===== src/rtl/sync_fifo_pkg.sv =====
// Shared constants and width helpers for the sync_fifo_flags block.
//   ptr_w(depth) : read/write pointer width for a given depth
//   lvl_w(depth) : occupancy counter width (must hold 0..depth inclusive)
//   ERR_*        : bit positions inside the sticky error register
package sync_fifo_pkg;

    localparam int DEF_DATA_WIDTH = 8;
    localparam int DEF_DEPTH      = 16;

    localparam int ERR_OVF = 0;
    localparam int ERR_UNF = 1;
    localparam int ERR_W   = 2;

    function automatic int ptr_w(input int depth);
        return (depth > 1) ? $clog2(depth) : 1;
    endfunction

    function automatic int lvl_w(input int depth);
        return $clog2(depth) + 1;
    endfunction

endpackage


===== src/rtl/sync_fifo_flags_if.sv =====
// Handshake/status bundle between a producer/consumer (master) and the FIFO (slave).
//   master drives : write_en, data_in, read_en, clear_err
//   slave drives  : data_out, data_valid, full, empty, almost_full, almost_empty,
//                   level, overflow, underflow
interface sync_fifo_flags_if
    import sync_fifo_pkg::*;
#(
    parameter int DATA_WIDTH = DEF_DATA_WIDTH,
    parameter int DEPTH      = DEF_DEPTH
);
    localparam int LW = lvl_w(DEPTH);

    logic                  write_en;
    logic [DATA_WIDTH-1:0] data_in;
    logic                  read_en;
    logic                  clear_err;
    logic [DATA_WIDTH-1:0] data_out;
    logic                  data_valid;
    logic                  full;
    logic                  empty;
    logic                  almost_full;
    logic                  almost_empty;
    logic [LW-1:0]         level;
    logic                  overflow;
    logic                  underflow;

    modport master (
        output write_en, data_in, read_en, clear_err,
        input  data_out, data_valid, full, empty, almost_full, almost_empty,
               level, overflow, underflow
    );

    modport slave (
        input  write_en, data_in, read_en, clear_err,
        output data_out, data_valid, full, empty, almost_full, almost_empty,
               level, overflow, underflow
    );

endinterface


===== src/rtl/sync_fifo_flags_ram.sv =====
// Storage array for sync_fifo_flags: simple dual-port, synchronous write,
// asynchronous read. Contents are never reset.
//   clock : write clock
//   we    : write enable
//   waddr : write address
//   wdata : write data
//   raddr : read address
//   rdata : combinational read data (mem[raddr])
module fifo_ram
    import sync_fifo_pkg::*;
#(
    parameter int DATA_WIDTH = DEF_DATA_WIDTH,
    parameter int DEPTH      = DEF_DEPTH,
    localparam int PW        = ptr_w(DEPTH)
) (
    input  logic                  clock,
    input  logic                  we,
    input  logic [PW-1:0]         waddr,
    input  logic [DATA_WIDTH-1:0] wdata,
    input  logic [PW-1:0]         raddr,
    output logic [DATA_WIDTH-1:0] rdata
);

    logic [DATA_WIDTH-1:0] mem [DEPTH];

    always_ff @(posedge clock) begin
        if (we) mem[waddr] <= wdata;
    end

    assign rdata = mem[raddr];

endmodule


===== src/rtl/sync_fifo_flags.sv =====
// Single-clock FIFO with occupancy level, programmable almost-full/almost-empty
// flags, show-ahead or registered read port, and sticky overflow/underflow.
//   clock   : single clock, rising edge
//   reset_n : synchronous active-low reset
//   bus     : sync_fifo_flags_if slave (write/read requests, data, flags, level)
module sync_fifo_flags
    import sync_fifo_pkg::*;
#(
    parameter int DATA_WIDTH = DEF_DATA_WIDTH,
    parameter int DEPTH      = DEF_DEPTH,
    parameter int AF_THRESH  = DEPTH - 2,
    parameter int AE_THRESH  = 2,
    parameter bit OUT_REG    = 1'b0
) (
    input  logic              clock,
    input  logic              reset_n,
    sync_fifo_flags_if.slave  bus
);

    localparam int PW = ptr_w(DEPTH);
    localparam int LW = lvl_w(DEPTH);

    generate
        if (DATA_WIDTH < 1 || DEPTH < 2 || (DEPTH & (DEPTH - 1)) != 0) begin : g_bad_geom
            $error("sync_fifo_flags: DATA_WIDTH must be >=1 and DEPTH a power of two >=2");
        end
        if (AF_THRESH < 1 || AF_THRESH > DEPTH) begin : g_bad_af
            $error("sync_fifo_flags: AF_THRESH out of range 1..DEPTH");
        end
        if (AE_THRESH < 0 || AE_THRESH > DEPTH - 1) begin : g_bad_ae
            $error("sync_fifo_flags: AE_THRESH out of range 0..DEPTH-1");
        end
    endgenerate

    logic [PW-1:0]         wr_ptr, rd_ptr;
    logic [LW-1:0]         level_q;
    logic [ERR_W-1:0]      err_q;
    logic [DATA_WIDTH-1:0] rdata;
    logic                  empty, full;
    logic                  rd_acc, wr_acc;
    logic                  set_ovf, set_unf;

    // Flags decode straight from the registered level.
    assign empty = (level_q == '0);
    assign full  = (level_q == LW'(DEPTH));

    // A read at empty is refused even if a write lands the same cycle; a write
    // at full is allowed when a read frees the slot in the same cycle.
    assign rd_acc  = bus.read_en & ~empty;
    assign wr_acc  = bus.write_en & (~full | rd_acc);
    assign set_ovf = bus.write_en & full & ~rd_acc;
    assign set_unf = bus.read_en & empty;

    fifo_ram #(
        .DATA_WIDTH (DATA_WIDTH),
        .DEPTH      (DEPTH)
    ) u_ram (
        .clock (clock),
        .we    (wr_acc),
        .waddr (wr_ptr),
        .wdata (bus.data_in),
        .raddr (rd_ptr),
        .rdata (rdata)
    );

    // Pointers wrap naturally because DEPTH is a power of two.
    always_ff @(posedge clock) begin
        if (!reset_n) begin
            wr_ptr  <= '0;
            rd_ptr  <= '0;
            level_q <= '0;
        end else begin
            if (wr_acc) wr_ptr <= wr_ptr + PW'(1);
            if (rd_acc) rd_ptr <= rd_ptr + PW'(1);
            if (wr_acc && !rd_acc)      level_q <= level_q + LW'(1);
            else if (rd_acc && !wr_acc) level_q <= level_q - LW'(1);
        end
    end

    // Sticky errors: a new set event beats a same-cycle clear.
    always_ff @(posedge clock) begin
        if (!reset_n) begin
            err_q <= '0;
        end else begin
            if (set_ovf)            err_q[ERR_OVF] <= 1'b1;
            else if (bus.clear_err) err_q[ERR_OVF] <= 1'b0;
            if (set_unf)            err_q[ERR_UNF] <= 1'b1;
            else if (bus.clear_err) err_q[ERR_UNF] <= 1'b0;
        end
    end

    generate
        if (OUT_REG) begin : g_reg
            logic [DATA_WIDTH-1:0] dout_q;
            logic                  dval_q;

            // Word captured at the popping edge; data_valid is a one-cycle strobe.
            always_ff @(posedge clock) begin
                if (!reset_n) begin
                    dout_q <= '0;
                    dval_q <= 1'b0;
                end else begin
                    dval_q <= rd_acc;
                    if (rd_acc) dout_q <= rdata;
                end
            end

            assign bus.data_out   = dout_q;
            assign bus.data_valid = dval_q;
        end else begin : g_show_ahead
            // Gate with empty so stale/uninitialised storage never leaks out.
            assign bus.data_out   = empty ? '0 : rdata;
            assign bus.data_valid = ~empty;
        end
    endgenerate

    assign bus.full         = full;
    assign bus.empty        = empty;
    assign bus.almost_full  = (level_q >= LW'(AF_THRESH));
    assign bus.almost_empty = (level_q <= LW'(AE_THRESH));
    assign bus.level        = level_q;
    assign bus.overflow     = err_q[ERR_OVF];
    assign bus.underflow    = err_q[ERR_UNF];

endmodule


===== src/flat_wrapper.sv =====
// flat-port wrapper written by rule: the top's interface ports become plain ports
module sync_fifo_flags_flat import sync_fifo_pkg::*;
#(
    parameter int DATA_WIDTH = DEF_DATA_WIDTH,
    parameter int DEPTH      = DEF_DEPTH,
    parameter int AF_THRESH  = DEPTH - 2,
    parameter int AE_THRESH  = 2,
    parameter bit OUT_REG    = 1'b0
)
  (clock, reset_n, bus_write_en, bus_data_in, bus_read_en, bus_clear_err, bus_data_out, bus_data_valid, bus_full, bus_empty, bus_almost_full, bus_almost_empty, bus_level, bus_overflow, bus_underflow);
  sync_fifo_flags_if #(.DATA_WIDTH(DATA_WIDTH), .DEPTH(DEPTH)) bus_i ();
  input  logic clock;
  input  logic reset_n;
  input wire logic [$bits(bus_i.write_en)-1:0] bus_write_en;
  input wire logic [$bits(bus_i.data_in)-1:0] bus_data_in;
  input wire logic [$bits(bus_i.read_en)-1:0] bus_read_en;
  input wire logic [$bits(bus_i.clear_err)-1:0] bus_clear_err;
  output wire logic [$bits(bus_i.data_out)-1:0] bus_data_out;
  output wire logic [$bits(bus_i.data_valid)-1:0] bus_data_valid;
  output wire logic [$bits(bus_i.full)-1:0] bus_full;
  output wire logic [$bits(bus_i.empty)-1:0] bus_empty;
  output wire logic [$bits(bus_i.almost_full)-1:0] bus_almost_full;
  output wire logic [$bits(bus_i.almost_empty)-1:0] bus_almost_empty;
  output wire logic [$bits(bus_i.level)-1:0] bus_level;
  output wire logic [$bits(bus_i.overflow)-1:0] bus_overflow;
  output wire logic [$bits(bus_i.underflow)-1:0] bus_underflow;
  assign bus_i.write_en = bus_write_en;
  assign bus_i.data_in = bus_data_in;
  assign bus_i.read_en = bus_read_en;
  assign bus_i.clear_err = bus_clear_err;
  assign bus_data_out = bus_i.data_out;
  assign bus_data_valid = bus_i.data_valid;
  assign bus_full = bus_i.full;
  assign bus_empty = bus_i.empty;
  assign bus_almost_full = bus_i.almost_full;
  assign bus_almost_empty = bus_i.almost_empty;
  assign bus_level = bus_i.level;
  assign bus_overflow = bus_i.overflow;
  assign bus_underflow = bus_i.underflow;
  sync_fifo_flags #(.DATA_WIDTH(DATA_WIDTH), .DEPTH(DEPTH), .AF_THRESH(AF_THRESH), .AE_THRESH(AE_THRESH), .OUT_REG(OUT_REG)) u_core (.clock(clock), .reset_n(reset_n), .bus(bus_i));
endmodule

===== config.mk =====
export PLATFORM = sky130hd
export DESIGN_NAME = sync_fifo_flags_flat
export DESIGN_NICKNAME = d
export VERILOG_FILES = /design/src/rtl/sync_fifo_pkg.sv /design/src/rtl/sync_fifo_flags_if.sv /design/src/rtl/sync_fifo_flags_ram.sv /design/src/rtl/sync_fifo_flags.sv /design/src/flat_wrapper.sv
export SDC_FILE = /design/constraint.sdc
export NUM_CORES = 1
export LEC_CHECK = 0
export BUFFER_PORTS_ARGS = -buffer_cell sky130_fd_sc_hd__buf_2
export CAP_MARGIN = 20
export CORE_UTILIZATION = 40
export DETAILED_ROUTE_END_ITERATION = 6
export PLACE_DENSITY = 0.6
export SLEW_MARGIN = 0
export SYNTH_ARGS = -nofsm -noshare
export SYNTH_HDL_FRONTEND = slang
export SYNTH_SLANG_ARGS = --single-unit

===== constraint.sdc =====
create_clock -name clock -period 2.5 [get_ports clock]
set_input_delay 0.25 -clock clock [delete_from_list [all_inputs] [get_ports clock]]
set_output_delay 0.25 -clock clock [all_outputs]
set_load 0.01 [all_outputs]

==> Implementation_results.wiki <==
{| class="wikitable"
! Metric !! Value
|-
| Required time reported for the critical path endpoint || 2.85 ns
|-
| Storage cell area || 4230 sq um
|-
| Worst reg2reg endpoint || u_core.bus.level[4]
|-
| Area Overhead vs Synth || 19.7%
|-
| N_diodes || 0
|-
| Ordered list of cells on the worst path || or4_4, o31ai_4, inv_2, ha_4, fa_2, nand3b_1, a21o_1, a21oi_2, mux2i_1
|-
| Boundary pin count || 33
|-
| Library cell used as clock root buffer || sky130_fd_sc_hd__clkbuf_16
|-
| Fraction of power spent switching nets || 26.8%
|-
| Power Dens Cells || 1010 nW/um^2
|-
| CP max stage cell || sky130_fd_sc_hd__or4_4
|-
| Total Power Consumption || 7.32 mW
|-
| Hold violation count in the final report || 0
|-
| Share of synthesized area occupied by flip-flops and latches || 70.1%
|-
| Static leakage || 2.41 nW
|-
| Max incr delay on CP || 0.56 ns
|-
| Leading post-synthesis cells by cell area || sky130_fd_sc_hd__edfxtp_1, sky130_fd_sc_hd__mux4_2, sky130_fd_sc_hd__dfxtp_1
|-
| Cell count along the critical path || 9
|-
| Average wire per cell in the routed design || 19.1 um
|-
| TritonCTS Buffers || 17
|-
| Via density per instance || 5.26
|-
| Result of the run || finished with violations
|-
| Post-route insts no fill || 591
|-
| Worst-case setup margin in the final layout || 0.0897 ns
|-
| Area of the multi-input gates || 1730 sq um
|-
| Tightest Pin Transition || 0.871 ns
|-
| Post-Syn Nets || 360
|-
| Critical-path maximum fanout || 3
|-
| Area of the core || 14600 sq um
|-
| Total global routing overflow || 0
|-
| DR vias || 3108
|-
| Syn Std Cell Area || 6030 sq um
|-
| Tcrit/Tclk final || 96.4%
|-
| Most used cells in the layout excluding fill and tap cells || sky130_fd_sc_hd__edfxtp_1, sky130_fd_sc_hd__mux4_2, sky130_fd_sc_hd__buf_2
|-
| Overall fraction of global-route tracks in use || 15.6%
|-
| Element type at the critical path end || register
|-
| Initial cell density of the core || 41.2%
|-
| Final HPWL DP || 7250 um
|-
| End point of the critical path || u_core.bus.level[4]
|-
| Worst hold-check path type || in2reg
|-
| Count of warnings emitted by yosys || 0
|-
| Clock sinks || 147
|-
| Count of unique library cells instantiated by Yosys || 39
|-
| Worst R2R Path Depth || 9
|-
| Clk network pwr share || 36.1%
|-
| Beginning of the worst register-to-register path || u_core.bus.level[3]
|-
| Number of rows in the core area || 44
|-
| Number of global-route vias before repair || 3183
|-
| Input/output buffers || 32
|-
| Logic pwr share || 24.9%
|-
| Number of pins with negative max-slew slack in the final report || 0
|-
| Sequential fraction of design power || 39.0%
|-
| Max Root-Sink Buffers || 2
|-
| Worst-path clk slew || 0.06 ns
|-
| Critical path startpoint category || register
|-
| Die W || 125 um
|-
| Fin crit period || 2.41 ns
|-
| NumNets Final || 419
|-
| Cell class contributing the biggest share of worst-path delay || simple AND/OR/NAND/NOR gates
|-
| Clock latency on the worst-skew pair || 0.42 ns
|-
| First-iteration detailed-routing DRC count || 208
|-
| Fill count || 1232
|-
| Final weighted congestion of routability-driven global placement || 0.765
|-
| Violated checks || DRC
|-
| RSZ-0062 raised after global routing || yes
|-
| Fraction of layout instances using a drive strength above 1 || 35.4%
|-
| Area fraction of the dominant cell type after synthesis || 63.7%
|-
| Number of iterations in the first detailed-routing pass || 7
|-
| Final total negative setup slack || 0 ns
|-
| Number of antenna violations at the first check in global routing || 0
|-
| Number of storage elements in the synthesis netlist || 147
|-
| Post-Route Skew || 0.00781 ns
|-
| Level count of the clock H-tree || 4
|-
| Pin count of the biggest net entering global routing || 33
|-
| Maximum Capacitance Violations || 0
|-
| Most frequent standard cell in the layout excluding fill and tap cells || sky130_fd_sc_hd__edfxtp_1
|-
| Residual antenna-violating net count after detailed routing || 0
|-
| Crit Path Class || reg2reg
|-
| Crit path DAT || 2.76 ns
|-
| Slack of the worst reg-to-reg path || 0.09 ns
|-
| Headroom to the max-slew limit || 41.7%
|-
| Minimum setup slack after placement || -0.0305 ns
|-
| Number of placed instances with taps included || 553
|-
| Area leader, netlist || sky130_fd_sc_hd__edfxtp_1
|-
| Global-route wire length before repair || 17400 um
|-
| Peak VDD IR || 568 uV
|-
| Final routed wirelength across all metal layers || 11300 um
|-
| Avg Cell Area, Syn || 17.9 sq um
|-
| Worst setup startpoint || u_core.bus.level[3]
|-
| Post-route DRC || 4
|-
| Buf+Inv Stages, Crit Path || 1
|-
| Post-synthesis cell count || 336
|-
| Internal power of the cells || 5.36 mW
|-
| Setup violators final || 0
|-
| Die area || 15600 sq um
|-
| Switching power || 1.96 mW
|-
| Height of the die || 125 um
|-
| Maximum clock frequency || 0.415 GHz
|-
| CTS tree || yes
|}
[worst min-delay path by stage]
stage	cells after the start	end	startpoint
finish	3	u_core.err_q[0]	bus_clear_err
global route	3	u_core.err_q[0]	bus_clear_err
CTS	3	u_core.err_q[0]	bus_clear_err
detailed placement	2	u_core.wr_ptr[1]	u_core.wr_ptr[1]
global placement	2	u_core.wr_ptr[1]	u_core.wr_ptr[1]
floorplan	0	u_core.u_ram.mem[0][0]	bus_data_in[0]
[kinds of logic (layout without fill, tap and decap cells)]
group | after synthesis | in the layout | share of synthesized area (%)
fa+ha+maj | 11 | 11 | 2.41
mux | 42 | 42 | 13.6
compound gates | 36 | 36 | 4.71
buf+inv | 29 | 100 | 2.24
simple gates | 65 | 65 | 6.10
flops | 147 | 147 | 70.1
xor+xnor | 6 | 6 | 0.872
[layout make-up]
class | instances | area share, %
flip-flops and latches | 147 | 58.6
repair buffers | 60 | 5.30
clock buffers | 19 | 6.00
well taps | 184 | 3.19
multi-input cells | 160 | 23.9
clock inverters | 12 | 2.50
inverters | 9 | 0.468
[Yosys cell counts (all sizes together)]
| library cell | number |
|---|---|
| edfxtp | 128 |
| mux4 | 32 |
| dfxtp | 19 |
| a211oi | 16 |
| and2 | 14 |
| buf | 14 |
| nor2b | 12 |
| nand3 | 11 |
| ha | 10 |
| mux2i | 10 |
| inv | 9 |
| nand2 | 7 |
| nor2 | 7 |
| o21ai | 7 |
| clkbuf | 6 |
| xnor2 | 5 |
| a21oi | 4 |
| and3 | 4 |
| o21a | 3 |
| a21boi | 2 |
| nor3 | 2 |
| or3 | 2 |
| a2111oi | 1 |
| a21o | 1 |
| and3b | 1 |
| fa | 1 |
| nand2b | 1 |
| nand3b | 1 |
| nor3b | 1 |
| nor4 | 1 |
| o211ai | 1 |
| o31ai | 1 |
| or4 | 1 |
| xor2 | 1 |
[power by group through the flow]
stage	combinational, mW	clock, mW	sequential (mW)
after floorplan	1.13	0	2.91
after global placement	1.68	0	2.92
after detailed placement	1.72	0	2.92
after CTS	1.76	2.68	2.86
after global routing	1.98	2.78	2.87
final	1.82	2.64	2.86
[tightest hold or removal path, stage by stage]
cell and delay (ns):
sky130_fd_sc_hd__buf_2 0.09, sky130_fd_sc_hd__nor2b_1 0.04, sky130_fd_sc_hd__o21a_1 0.15
[per-layer routing]
metal	track usage [%]	routed length, um
met1	18.1	4810
met2	27.2	5830
met5	0	0
met3	4.17	451
met4	6.61	204
[registers in the layout, summed over array words and instances, names as in the netlist, named ones only]
signal            cells
u_core.u_ram.mem    128
u_core.bus.level      5
u_core.err_q          2
u_core.wr_ptr         4
u_core.rd_ptr         4
[stage by stage]
step                      area (sq um)  util [%]  hold slack [ns]
final                             7220      49.3            0.156
after global routing              7220      49.3            0.148
after CTS                         7150      48.8            0.140
after detailed placement          6510      44.4            0.536
after global placement            6510      44.4            0.516
after floorplan                   6040         -            0.349
[what timing repair did]
item / 4_1_cts / 5_1_grt
pin swaps: 1 / 3
endpoints found under the setup margin: 9 / 6
hold buffers: 0 / 0
cloned: 0 / 0
setup buffers: 3 / 4
gates resized for setup: 3 / 7
(Power assumes the default switching activity.)
